File: src/rtl/mash_nc_param.sv
// mash_nc_param: MASH 1-1-...-1 delta-sigma modulator with P_STAGES cascaded
// accumulators. The active order can be changed at run time. An on-chip
// noise-cancellation network turns the per-stage carries into one signed
// divider offset.
// Optional build macro: MASH_DITHER_EN adds LFSR dither as a carry-in to the
// last active stage. When it is undefined the output is exactly periodic.
module mash_nc_param #(
  parameter int P_DATA_WIDTH = 8,
  parameter int P_STAGES     = 3
) (
  input  logic                      i_clk,
  input  logic                      i_rst,
  input  logic                      i_en,
  input  logic                      i_load,
  input  logic [2:0]                i_order,
  input  logic [P_DATA_WIDTH-1:0]   i_data,
  input  logic [P_DATA_WIDTH-1:0]   i_seed,
  output logic [P_STAGES-1:0]       o_carry,
  output logic signed [P_STAGES:0]  o_out,
  output logic                      o_valid
);

  localparam int N = P_DATA_WIDTH;
  localparam int W = P_STAGES + 1;

  // Accumulator, carry and history state.
  // hist_q[0] is the stage-1 history, which is also the output register.
  logic [N-1:0]        acc_q  [P_STAGES];
  logic [N-1:0]        acc_d  [P_STAGES];
  logic [P_STAGES-1:0] c_q, c_d;
  logic signed [W-1:0] hist_q [P_STAGES];
  logic signed [W-1:0] hist_d [P_STAGES];
  logic                primed_q, primed_d;
  logic                valid_q, valid_d;

  // Combinational helpers.
  logic [2:0]          order_eff;
  logic [P_STAGES-1:0] active;
  logic [P_STAGES-1:0] last;
  logic [P_STAGES-1:0] cin;
  logic [N:0]          sum [P_STAGES];
  logic [N-1:0]        chain_in;
  logic signed [W-1:0] s [P_STAGES];
  logic signed [W-1:0] s_above, h_above;

  // Clamp the requested order to 1..P_STAGES and derive the per-stage masks.
  always_comb begin
    if (i_order == 3'd0) begin
      order_eff = 3'd1;
    end else if (i_order > 3'(P_STAGES)) begin
      order_eff = 3'(P_STAGES);
    end else begin
      order_eff = i_order;
    end
    active = '0;
    last   = '0;
    for (int i = 0; i < P_STAGES; i++) begin
      active[i] = (i < int'(order_eff));
      last[i]   = ((i + 1) == int'(order_eff));
    end
  end

`ifdef MASH_DITHER_EN
  // Dither LFSR, x^16+x^14+x^13+x^11+1. It restarts from its seed on a load.
  logic [15:0] lfsr_q, lfsr_d;
  logic        lfsr_fb;

  // Next LFSR value: it advances only on enabled cycles.
  always_comb begin
    lfsr_fb = lfsr_q[0] ^ lfsr_q[2] ^ lfsr_q[3] ^ lfsr_q[5];
    lfsr_d  = lfsr_q;
    if (i_load) begin
      lfsr_d = 16'hACE1;
    end else if (i_en) begin
      lfsr_d = {lfsr_fb, lfsr_q[15:1]};
    end
  end

  // LFSR register.
  always_ff @(posedge i_clk or posedge i_rst) begin
    if (i_rst) begin
      lfsr_q <= 16'hACE1;
    end else begin
      lfsr_q <= lfsr_d;
    end
  end

  // The dither bit enters only at the last active stage.
  always_comb begin
    cin = last & {P_STAGES{lfsr_q[0]}};
  end
`else
  // Without dither there is no carry-in, so the output is exactly periodic.
  always_comb begin
    cin = '0;
  end
`endif

  // Accumulator chain. Each stage adds the wrapped sum of the stage before it
  // in the same cycle, so the carries of all stages line up in time.
  always_comb begin
    chain_in = i_data;
    for (int i = 0; i < P_STAGES; i++) begin
      sum[i]   = {1'b0, acc_q[i]} + {1'b0, chain_in} + {{N{1'b0}}, cin[i]};
      chain_in = sum[i][N-1:0];
    end
  end

  // Noise cancellation on the registered carries, computed from the last
  // stage down: s_k = c_k + s_{k+1} - previous s_{k+1}.
  // Inactive stages produce 0, so their history is cleared when it is stored.
  always_comb begin
    s_above = '0;
    h_above = '0;
    for (int i = P_STAGES - 1; i >= 0; i--) begin
      if (!active[i]) begin
        s[i] = '0;
      end else if (last[i]) begin
        s[i] = W'(c_q[i]);
      end else begin
        s[i] = W'(c_q[i]) + s_above - h_above;
      end
      s_above = s[i];
      h_above = hist_q[i];
    end
  end

  // Next state. A load takes priority over the enable, and with the enable
  // low every register holds its value.
  always_comb begin
    acc_d    = acc_q;
    c_d      = c_q;
    hist_d   = hist_q;
    primed_d = primed_q;
    valid_d  = 1'b0;
    if (i_load) begin
      for (int i = 0; i < P_STAGES; i++) begin
        acc_d[i]  = '0;
        hist_d[i] = '0;
      end
      acc_d[0] = i_seed;
      c_d      = '0;
      primed_d = 1'b0;
    end else if (i_en) begin
      for (int i = 0; i < P_STAGES; i++) begin
        acc_d[i]  = active[i] ? sum[i][N-1:0] : '0;
        c_d[i]    = active[i] & sum[i][N];
        hist_d[i] = s[i];
      end
      primed_d = 1'b1;
      valid_d  = primed_q;
    end
  end

  // State registers, cleared asynchronously.
  always_ff @(posedge i_clk or posedge i_rst) begin
    if (i_rst) begin
      for (int i = 0; i < P_STAGES; i++) begin
        acc_q[i]  <= '0;
        hist_q[i] <= '0;
      end
      c_q      <= '0;
      primed_q <= 1'b0;
      valid_q  <= 1'b0;
    end else begin
      acc_q    <= acc_d;
      hist_q   <= hist_d;
      c_q      <= c_d;
      primed_q <= primed_d;
      valid_q  <= valid_d;
    end
  end

  assign o_carry = c_q;
  assign o_out   = hist_q[0];
  assign o_valid = valid_q;

endmodule

File: config.mk
export PLATFORM = sky130hd
export DESIGN_NAME = mash_nc_param
export DESIGN_NICKNAME = d
export VERILOG_FILES = /design/src/rtl/mash_nc_param.sv
export SDC_FILE = /design/constraint.sdc
export NUM_CORES = 1
export LEC_CHECK = 0
export ABC_CLOCK_PERIOD_IN_PS = 3600
export BUFFER_PORTS_ARGS = -buffer_cell sky130_fd_sc_hd__buf_2
export CAP_MARGIN = 20
export CORE_ASPECT_RATIO = 1.5
export CORE_UTILIZATION = 53
export CTS_BUF_LIST = sky130_fd_sc_hd__clkbuf_8 sky130_fd_sc_hd__clkbuf_16
export CTS_CLUSTER_DIAMETER = 50
export DETAILED_ROUTE_END_ITERATION = 8
export GPL_ROUTABILITY_DRIVEN = 0
export GPL_TIMING_DRIVEN = 0
export PLACE_DENSITY = 0.76
export SLEW_MARGIN = 30
export SYNTH_ARGS = -nofsm -noshare
export SYNTH_HDL_FRONTEND = slang
export SYNTH_SLANG_ARGS = --single-unit
File: constraint.sdc
create_clock -name i_clk -period 3.6 [get_ports i_clk]
set_clock_uncertainty 0.05 [all_clocks]
set_input_delay 0.72 -clock i_clk [delete_from_list [all_inputs] [get_ports i_clk]]
set_output_delay 0.72 -clock i_clk [all_outputs]
set_load 0.01 [all_outputs]
==> flow_metrics.tcl <==
set metrics [dict create \
    status "finished with violations" \
    violations "setup timing" \
    hp-class "input pin to asynchronous set/reset pin" \
    drt_iter0_drc 53 \
    yosysUniqueCellTypes 39 \
    path_max_fanout 5 \
    cp_slowest_cell "or3_4" \
    end_kind "flop" \
    synth_edf_count 0 \
    drive_above_1_share 0.236 \
    num_vias 2183 \
    max_freq_mhz 275 \
    synth_async_sr_flop_share 1.00 \
    slew_headroom 0.554 \
    cts_sinks 37 \
    die_w_um 59.7 \
    holdBufCountCts 0 \
    total_leakage_power_nw 1.49 \
    cts_tree "done" \
    yosysTopAreaCellShare 0.350 \
    p_per_area_nw_per_um2 622 \
    finalNonFillerCells 388 \
    placementRows 31 \
    nets 381 \
    period_needed_ns 3.63 \
    clockRootBuffer "clkbuf_8" \
    avgSynthCellArea_um2 9.38 \
    synth_common_cells "dfrtp_1, ha_1, o21ai_0" \
    ant_nets 0 \
    synth_seq_cells 37 \
    yosys.area.top_type "dfrtp_1" \
    synthTopCellsByArea "dfrtp_1, ha_1, o21ai_0" \
    grt.overflow.total 0 \
    clkTransAtPathRegs_ns 0.08 \
    ys_warn_count 0 \
    drv_slew 0 \
    path_cells "buf_6 -> ha_4 -> inv_2 -> fa_2 -> nor2b_2 -> o31a_1 -> o31a_1 -> nor3_2 -> ha_1 -> or3_4 -> and2_4 -> ha_4 -> inv_2 -> nor3_2 -> a21oi_2 -> xnor2_1 -> a22o_1" \
    dieArea_um2 5280 \
    dp_hpwl_um 4450 \
    ys_seq_area_frac 0.350 \
    dr.pass1.iters 4 \
    ios 31 \
    antenna_found_initial 0 \
    power_mw 1.97 \
    grt_pass1_wl_um 9530 \
    placedCellCount 377 \
    critical_path_required_ns 3.73 \
    rsz0062_at_grt "true" \
    finalHoldViolCount 0 \
    critPathMaxStageDelay_ns 0.41 \
    postLayoutCellArea_um2 3170 \
    synthFlopType "dfrtp_1" \
    preCtsSetupSlack_ns -0.506 \
    track_usage 0.240 \
    initial_core_util 0.550 \
    grt_max_degree 30 \
    viasPerCell 5.63 \
    post-synth-top-count-cell "dfrtp_1" \
    syn_area_um2 2650 \
    area_delta_synth_final_pct 20.0 \
    die_y_um 88.5 \
    worst_slew_pin_slew_ns 0.662 \
    synth_fp_nets 342 \
    cap_viol_max_count 0 \
    worstSetupPathType "input pin to flop" \
    finalSetupViolations 1 \
    wl_per_cell_um 15.0 \
    setup_ws_ns -0.0342 \
    cts_buffers 5 \
    cp-start-kind "input pin" \
    drc_errors 0 \
    cp_top_family "adder cells" \
    whs_ns 0.283 \
    core-area_um2 4810 \
    arrival_ns 3.77 \
    place_area_um2 2930 \
    syn-instance-count 282 \
    worst_skew_pair.late_latency_ns 0.29 \
    grt_pass1_vias 2152 \
    drt-total-wl_um 5820 \
    clockBufferDepth 2 \
    diodes 0 \
    portBuffers 28 \
    path_buf_inv 3 \
    vdd_ir_drop_max_uv 421 \
    htreeDepth 2 \
    period_share 1.01 \
]
-- per-layer routing --
metal | part of all wire | global-route usage
met5 | 0 | 0
met4 | 0.010 | 0.0571
met3 | 0.020 | 0.0439
met2 | 0.54 | 0.436
met1 | 0.43 | 0.286
-- worst reg2reg max path: stages, from the launching register on --
cell	delay, ns
dfrtp_1	0.42
ha_4	0.18
inv_2	0.05
fa_2	0.23
nor2b_2	0.06
o31a_1	0.29
o31a_1	0.28
nor3_2	0.17
ha_1	0.31
or3_4	0.41
and2_4	0.17
ha_4	0.26
inv_2	0.04
nor3_2	0.13
a21oi_2	0.08
xnor2_1	0.13
a22o_1	0.18
-- flip-flops by register name (all words and copies together), names as in the netlist --
| register | flops |
|---|---|
| acc_q | 24 |
| hist_q | 4 |
| o_out | 4 |
| o_carry | 3 |
| o_valid | 1 |
| primed_q | 1 |
-- layout make-up --
type / count / area, um^2
inverters: 18 / 67.6
fillers: 418 / 1640
clock buffers: 5 / 68.8
flip-flops and latches: 37 / 926
repair buffers: 32 / 189
multi-input cells: 215 / 1760
well taps: 66 / 82.6
clock inverters: 3 / 17.5
plain buffers: 12 / 61.3
-- where the power goes --
part           internal [mW]  switching, mW  total (mW)
logic                  0.553          0.589        1.14
registers              0.487         0.0547       0.542
clock network          0.134          0.156       0.289
-- stage by stage --
stage                     TNS (ns)  utilization
after CTS                 -0.00439        0.644
after global placement       -1.53        0.605
after floorplan             -0.288            -
after global routing        -0.134        0.660
final                      -0.0342        0.660
after detailed placement     -1.64        0.609
-- cells in the final DEF (no fill, tap or decap), drive strengths merged, types with 3 or more instances in the layout --
| cell type | count |
|---|---|
| nor2 | 22 |
| a21oi | 19 |
| buf | 37 |
| clkbuf | 12 |
| fa | 4 |
| nor3 | 4 |
| inv | 18 |
| a21o | 6 |
| a22o | 12 |
| a211oi | 6 |
| o211ai | 4 |
| o21ai | 27 |
| nand2b | 4 |
| xnor2 | 12 |
| dfrtp | 37 |
| o31a | 3 |
| nand2 | 21 |
| o21a | 6 |
| mux2i | 6 |
| ha | 33 |
| nor2b | 4 |
-- kinds of logic (layout without fill, tap and decap cells) --
kind of cell | after synthesis | in the layout | synth area share
DFF | 37 | 37 | 0.350
xor gates and xnor gates | 13 | 13 | 0.0430
muxes | 6 | 6 | 0.0227
adders and majority gates | 37 | 37 | 0.186
and+or+nand+nor | 66 | 66 | 0.117
AOI/OAI and AO/OA | 93 | 93 | 0.232
buffers and inverters | 30 | 70 | 0.0487
-- repair_timing --
item                       CTS  global route
pin swaps                   11             7
setup buffers                2             1
resized for setup            9            14
setup endpoints to repair    3             3
-- path summary, 6_finish.rpt --
| kind | end | start | cells past startpoint | slack, ns |
|---|---|---|---|---|
| worst max-delay path | acc_q[7] | i_data[0] | 17 | -0.03 |
| worst min-delay path | acc_q[20] | i_rst | 2 | 0.28 |
| worst max register to register | acc_q[7] | acc_q[16] | 16 | 0.04 |
| worst min register to register | o_out[2] | o_out[2] | 2 | 0.44 |
| max in group asynchronous | acc_q[11] | i_rst | 3 | 2.79 |
| min in group i_clk | o_out[2] | o_out[2] | 2 | 0.44 |
(Power assumes the default switching activity.)
